===== src/rtl/frag_attr_seq.sv =====
// frag_attr_seq: fragment attribute sequencer.
// Latches one fragment, then drives a shared interpolator with one depth job
// followed by one job per attribute, and collects every result into a single
// output beat. All data is opaque recFN and passes through untouched.
// Optional build macro: ATTR_SEQ_FLAT_BYPASS_EN -- when defined, flat
// attributes are resolved locally (provoking vertex value) without issuing an
// interpolator job.
module frag_attr_seq #(
  parameter int N_ATTR = 4
) (
  input  logic                  clk,
  input  logic                  reset,
  input  logic                  frag_valid,
  output logic                  frag_ready,
  input  logic [65:0]           frag_P,
  input  logic [65:0]           frag_Pa,
  input  logic [65:0]           frag_Pb,
  input  logic [65:0]           frag_Pc,
  input  logic [32:0]           frag_za,
  input  logic [32:0]           frag_zb,
  input  logic [32:0]           frag_zc,
  input  logic [33*N_ATTR-1:0]  frag_fa,
  input  logic [33*N_ATTR-1:0]  frag_fb,
  input  logic [33*N_ATTR-1:0]  frag_fc,
  input  logic [4*N_ATTR-1:0]   frag_flags,
  output logic                  ip_in_valid,
  input  logic                  ip_in_ready,
  input  logic                  ip_out_valid,
  output logic [65:0]           ip_P,
  output logic [65:0]           ip_Pa,
  output logic [65:0]           ip_Pb,
  output logic [65:0]           ip_Pc,
  output logic [32:0]           ip_za,
  output logic [32:0]           ip_zb,
  output logic [32:0]           ip_zc,
  output logic [32:0]           ip_fa,
  output logic [32:0]           ip_fb,
  output logic [32:0]           ip_fc,
  output logic [3:0]            ip_flags,
  input  logic [32:0]           ip_f,
  input  logic [32:0]           ip_z,
  output logic                  out_valid,
  input  logic                  out_ready,
  output logic [32:0]           out_z,
  output logic [33*N_ATTR-1:0]  out_f,
  output logic                  busy
);

  localparam int IW = (N_ATTR > 1) ? $clog2(N_ATTR) : 1;
  localparam logic [2:0] LAST = 3'(N_ATTR - 1);

  typedef enum logic [2:0] {
    IDLE, DEPTH_ISSUE, DEPTH_WAIT, ATTR_ISSUE, ATTR_WAIT, DONE
  } state_t;

  state_t                  state, state_nxt;
  logic [2:0]              idx, idx_nxt;
  logic [IW-1:0]           sel;

  logic [65:0]             p_q, pa_q, pb_q, pc_q;
  logic [32:0]             za_q, zb_q, zc_q, z_q;
  logic [N_ATTR-1:0][32:0] fa_q, fb_q, fc_q, f_q;
  logic [N_ATTR-1:0][2:0]  fl_q;
  logic [2:0]              cur_fl;

  logic                    accept, cap_z, cap_f, bypass;
  logic [32:0]             cap_val;
  logic                    unused_flag_msb;

  assign sel    = idx[IW-1:0];
  assign cur_fl = fl_q[sel];
  assign accept = frag_valid & frag_ready;

  assign frag_ready = (state == IDLE);
  assign busy       = (state != IDLE);
  assign out_valid  = (state == DONE);

  assign ip_P  = p_q;
  assign ip_Pa = pa_q;
  assign ip_Pb = pb_q;
  assign ip_Pc = pc_q;
  assign ip_za = za_q;
  assign ip_zb = zb_q;
  assign ip_zc = zc_q;
  assign ip_fa = fa_q[sel];
  assign ip_fb = fb_q[sel];
  assign ip_fc = fc_q[sel];
  assign out_z = z_q;
  assign out_f = f_q;

  // Bit 3 of each attribute's flag nibble carries no meaning here.
  always_comb begin
    unused_flag_msb = 1'b0;
    for (int i = 0; i < N_ATTR; i++) unused_flag_msb ^= frag_flags[4*i+3];
  end

  // State and attribute index register.
  always_ff @(posedge clk) begin
    if (reset) begin
      state <= IDLE;
      idx   <= '0;
    end else begin
      state <= state_nxt;
      idx   <= idx_nxt;
    end
  end

  // Next-state, issue handshake and result-capture strobes.
  always_comb begin
    state_nxt   = state;
    idx_nxt     = idx;
    ip_in_valid = 1'b0;
    ip_flags    = 4'b0000;
    cap_z       = 1'b0;
    cap_f       = 1'b0;
    cap_val     = ip_f;
    bypass      = 1'b0;
    case (state)
      IDLE: begin
        if (frag_valid) begin
          state_nxt = DEPTH_ISSUE;
          idx_nxt   = '0;
        end
      end
      DEPTH_ISSUE: begin
        ip_in_valid = 1'b1;
        ip_flags    = 4'b1000;
        if (ip_in_ready) state_nxt = DEPTH_WAIT;
      end
      DEPTH_WAIT: begin
        if (ip_out_valid) begin
          cap_z     = 1'b1;
          state_nxt = ATTR_ISSUE;
        end
      end
      ATTR_ISSUE: begin
        ip_flags = {1'b0, cur_fl};
`ifdef ATTR_SEQ_FLAT_BYPASS_EN
        bypass = cur_fl[1];
`endif
        if (bypass) begin
          // Flat shading: take the provoking vertex value directly.
          cap_f   = 1'b1;
          cap_val = cur_fl[0] ? fc_q[sel] : fa_q[sel];
        end else begin
          ip_in_valid = 1'b1;
          if (ip_in_ready) state_nxt = ATTR_WAIT;
        end
      end
      ATTR_WAIT: begin
        if (ip_out_valid) cap_f = 1'b1;
      end
      DONE: begin
        if (out_ready) state_nxt = IDLE;
      end
      default: state_nxt = IDLE;
    endcase
    // A captured attribute either finishes the fragment or moves to the next.
    if (cap_f) begin
      if (idx == LAST) begin
        state_nxt = DONE;
      end else begin
        idx_nxt   = idx + 3'd1;
        state_nxt = ATTR_ISSUE;
      end
    end
  end

  // Fragment latch on acceptance and result collection.
  always_ff @(posedge clk) begin
    if (reset) begin
      p_q  <= '0;
      pa_q <= '0;
      pb_q <= '0;
      pc_q <= '0;
      za_q <= '0;
      zb_q <= '0;
      zc_q <= '0;
      fa_q <= '0;
      fb_q <= '0;
      fc_q <= '0;
      fl_q <= '0;
      z_q  <= '0;
      f_q  <= '0;
    end else begin
      if (accept) begin
        p_q  <= frag_P;
        pa_q <= frag_Pa;
        pb_q <= frag_Pb;
        pc_q <= frag_Pc;
        za_q <= frag_za;
        zb_q <= frag_zb;
        zc_q <= frag_zc;
        fa_q <= frag_fa;
        fb_q <= frag_fb;
        fc_q <= frag_fc;
        for (int i = 0; i < N_ATTR; i++) fl_q[i] <= frag_flags[4*i +: 3];
      end
      if (cap_z) z_q <= ip_z;
      if (cap_f) f_q[sel] <= cap_val;
    end
  end

endmodule


===== config.mk =====
export PLATFORM = sky130hd
export DESIGN_NAME = frag_attr_seq
export DESIGN_NICKNAME = d
export VERILOG_FILES = /design/src/rtl/frag_attr_seq.sv
export SDC_FILE = /design/constraint.sdc
export NUM_CORES = 2
export LEC_CHECK = 0
export BUFFER_PORTS_ARGS = -buffer_cell sky130_fd_sc_hd__buf_2
export CORE_AREA = 2 2 571 573
export DETAILED_ROUTE_END_ITERATION = 12
export DIE_AREA = 0 0 573 575
export HOLD_SLACK_MARGIN = 0.1
export PLACE_DENSITY = 0.38
export SLEW_MARGIN = 25
export SYNTH_ARGS = -nofsm -noshare
export SYNTH_HDL_FRONTEND = slang
export SYNTH_SLANG_ARGS = --single-unit
export TNS_END_PERCENT = 50

===== constraint.sdc =====
create_clock -name clk -period 2.7 [get_ports clk]
set_input_delay 0 -clock clk [delete_from_list [all_inputs] [get_ports clk]]
set_output_delay 0 -clock clk [all_outputs]
set_load 0.005 [all_outputs]

==> results of run 1 <==
[kinds of logic after synthesis]
logic type / after synthesis
flip-flops: 942
XOR/XNOR: 1
AO/OA/AOI/OAI: 944
AND/OR/NAND/NOR: 1904
multiplexers: 106
buffers and inverters: 346
adder cells (fa/ha/maj): 4
[synthesized netlist by cell type]
cell	n
a2111oi_2	1
buf_6	34
a31o_2	1
a311oi_2	1
nor4b_2	1
buf_4	71
and2_2	3
nor4bb_1	1
buf_2	34
buf_1	15
o21ai_0	2
and3_1	6
clkbuf_8	9
clkbuf_1	175
nand3_1	4
ha_1	4
o21ai_2	1
xor2_1	1
nand2b_1	2
nand2_1	1878
mux2i_1	4
a21oi_2	14
and2_4	1
nor4_1	1
o2bb2ai_1	1
nor2_1	6
dfxtp_1	942
mux4_2	102
inv_1	8
o221a_2	1
a21oi_1	922
nor3_1	1
[per-stage QoR]
stage	area, sq um	cells
2_1_floorplan	35200	4247
3_3_place_gp	47600	9827
3_5_place_dp	47600	9827
==> impl_metrics.ini, run 1 <==
[yosys]
yosys_warnings = 0
muxShareOfSynthArea_pct = 6.63
synth-xor-area-share_pct = 0.0249
synth-compound-area-share_pct = 13.7
ys_seq_area_share_pct = 53.5
synth_adder_area_share_pct = 0.142
synth.area.top_cells = dfxtp_1, nand2_1, a21oi_1
syn_nets = 5098
synth_top_family_by_area = simple AND/OR/NAND/NOR gates
synthSimpleGateAreaFrac_pct = 20.5
yosys.area.top_type = dfxtp_1
synthCells = 4247
yosysTopAreaCellShare_pct = 53.5
avgSynthCellArea_sq_um = 8.30
yosysUniqueCellTypes = 32
ys_seq_elements = 942
syn_area_sq_um = 35200

[status]
status = stopped before the end
haltStage = 4_1_cts
tool.error = [ERROR RSZ-0060] Max buffer count reached.

[floorplanning]
initial_core_util_pct = 10.9
die_h_um = 575
rows = 209
die_w_um = 573
num_io_pins = 1482

[clocking]
numCtsBuffers = 123
cts_buffer_depth = 4
post_cts_resized = 8
holdBufCountCts = 2011
cts.sinks = 942
cts_setup_buffers = 3
ctsRootBufferMaster = clkbuf_16
cts.htree.levels = 3

[place]
dp.final_hpwl_um = 208000
io_buffers = 1477
place_ws_ps = 493
place_congestion = 0.976
==> run 2, diff against run 1 <==
CORE_AREA = 2 2 584 586   (was 2 2 571 573)
DIE_AREA = 0 0 586 588   (was 0 0 573 575)
HOLD_SLACK_MARGIN = not set   (was 0.1)
PLACE_DENSITY = not set   (was 0.38)
PLACE_DENSITY_LB_ADDON = 0.15   (was not set)
==> impl_metrics.ini, run 2 <==
[sta]
worstMarginPinSlew_ps = 802
hold_viol = 0
final-setup-viol-count = 0
post-route-min-period_ps = 2540
finalClockSkew_ps = 49.5
maxSlewViolCount = 0
post-route-period-util_pct = 94.0
max_clock_freq_ghz = 0.394
relSlewSlack_pct = 46.5
hold_slack_ps = 92.0
grt_setup_unrepaired = no

[floorplanning]
rows = 214
num_io_pins = 1482
die_w_um = 586
initial_core_util_pct = 10.4
core_sq_um = 338000
die_h_um = 588
die-area_sq_um = 345000

[yosys]
yosys.area.top_type = dfxtp_1
avgSynthCellArea_sq_um = 8.30
ys_seq_area_share_pct = 53.5
yosys_warnings = 0
synth.area.top_cells = dfxtp_1, nand2_1, a21oi_1
yosysUniqueCellTypes = 32
yosys_most_used_dff = dfxtp_1
postSynth.asyncResetShare_pct = 0
yosys-top-cells-count = nand2_1, dfxtp_1, a21oi_1
synthCells = 4247
syn_area_sq_um = 35200
syn_nets = 5098
ys_seq_elements = 942
synth_edf_count = 0
yosysMostFrequentCell = nand2_1
yosysTopAreaCellShare_pct = 53.5

[place]
placed_cells = 10000
place_congestion = 0.939
io_buffers = 1477
dp.final_hpwl_um = 197000

[route]
routed_wl_um = 259000
postRouteAntennaNets = 0
wl_per_cell_um = 21.3
firstDrtPassIters = 7
vias = 42700
dr.first_iter.drc_count = 1839
drc_errors = 0
viasPerCell = 3.51

[pwr]
power_mw = 43.4
seqPwrFrac_pct = 36.1
p_per_area_nw_per_um2 = 611
p_sw_share_pct = 29.7
p_int_mw = 30.5
combPwrFrac_pct = 19.8
ir_worst_vdd_mv = 0.399
p_leak_nw = 29.2
p_clk_share_pct = 44.0
switchingPower_mw = 12.9

[layout]
fillers = 38300
final_nets = 8328
layout_common_cells = nand2_1, dlygate4sd3_1, buf_2
multiInputGateArea_sq_um = 14500
areaGrowthSynthToFinish_pct = 102
final_cells = 12200
seq_area_sq_um = 18900
drive_gt1_share_pct = 25.4
layout_commonest_cell = nand2_1

[critical_path]
crit_fanout = 87
rr_endpoint = fc_q[93]$_SDFFE_PP0P_
crit_family = buffers and inverters
r2r_slack_ps = 160
critPathCaptureType = flip-flop
worst_setup_path_start_kind = flip-flop
crit_chain = inv_1 > nand3_4 > buf_12 > buf_16 > nand2_1 > a21oi_1 > dlygate4sd3_1
critPathKind = reg2reg
worst-path-buf-inv = 4
cp_slowest_cell = dlygate4sd3_1
timing.critical_path.from = state[1]$_SDFFE_PP0P_
worst_r2r_path_depth = 7
cp.required_ps = 3440
cp.arrival_ps = 3270
timing.rr.start = state[1]$_SDFFE_PP0P_
max_stage_delay_ps = 560

[global_routing]
grt.total_usage_pct = 14.3
grt_remaining_overflow = 0
grt_antenna_before_repair = 74
grt_pass1_wl_um = 348000
grt_pass1_vias = 43400
grt_max_degree = 120

[clocking]
clk-insertion-delay-late_ps = 840
tritoncts = built
cts_buffer_depth = 4
clk_pin_slew_ps = 60
cts.htree.levels = 4
cts.sinks = 942
numCtsBuffers = 142
ctsRootBufferMaster = clkbuf_16

[worst_hold_path]
hold_depth = 4
min-delay-path-class = in2reg
min_from = frag_fc[117]
hold-path-endpoint = fc_q[117]$_SDFFE_PP0P_

[flow_run]
cap_violations = 0

[status]
status = complete, no violations
-- run 2: cell counts after synthesis --
Identical to the previous run, type by type.
-- run 2: area by class of cell --
type	count	share of cell area [%]
multi-input cells	2960	20.4
flip-flops and latches	942	26.6
inverters	8	0.0423
diodes	48	0.169
well taps	4536	7.99
repair buffers	3423	38.3
clock inverters	32	0.550
clock buffers	214	6.01
-- run 2: worst max path at each step --
stage                             end  cells after the start  slack [ps]
2_1_floorplan  out_f[83]$_SDFFE_PP0P_                      9         700
3_3_place_gp   out_z[24]$_SDFFE_PP0P_                      5         410
3_5_place_dp    out_z[9]$_SDFFE_PP0P_                      5         430
4_1_cts                     ip_fa[25]                      4          -7
5_1_grt                     ip_fb[22]                      5           2
6_report        fc_q[93]$_SDFFE_PP0P_                      7         160
-- run 2: stage by stage --
stage,util (%),area [sq um],worst slack [ps],setup TNS [ps]
CTS,20.9,70900,-7.10,-11.8
detailed placement,14.1,47600,434,0
floorplan,-,35200,699,0
global route,21.0,71000,2.27,0
global placement,14.1,47600,406,0
finish,21.0,71000,163,0
-- run 2: kinds of logic (layout without fill, tap and decap cells) --
family                   Yosys count  after routing  share of synthesized area, %
multiplexers                     106            106                          6.63
other                              0             48                             0
AO/OA/AOI/OAI                    944            944                          13.7
adder cells (fa/ha/maj)            4              4                         0.142
XOR/XNOR                           1              1                        0.0249
buffers and inverters            346           3677                          5.54
AND/OR/NAND/NOR                 1904           1905                          20.5
flip-flops                       942            942                          53.5
-- run 2: timing repair --
action	in CTS	in global routing
gates resized for setup	11	4
gates cloned	0	1
pin swaps	0	1
endpoints found under the setup margin	58	90
hold buffers	1845	0
setup buffers	4	2
endpoints found under the hold margin	942	0
-- run 2: power groups by stage --
stage	clock network [mW]	logic, mW	registers [mW]
final	19.1	8.61	15.7
after global routing	20.4	9.37	15.8
after CTS	20.0	8.76	15.7
after detailed placement	0	6.29	16.0
after global placement	0	6.29	16.0
after floorplan	0	2.93	15.8
-- run 2: per-layer routing --
metal	global-route usage, %	vias up	part of all wire [%]
met2	25.4	1343	49
met4	5.12	22	3.8
met5	0	-	0.055
met1	16.1	20600	39
met3	4.30	309	7.8
li1	-	20400	-
-- run 2: worst register-to-register path, stage by stage, from the launching register on --
cell and delay [ps]:
dfxtp_1 520, inv_1 200, nand3_4 150, buf_12 240, buf_16 450, nand2_1 230
a21oi_1 150, dlygate4sd3_1 560
No activity file was read; power rests on OpenSTA's default activity.
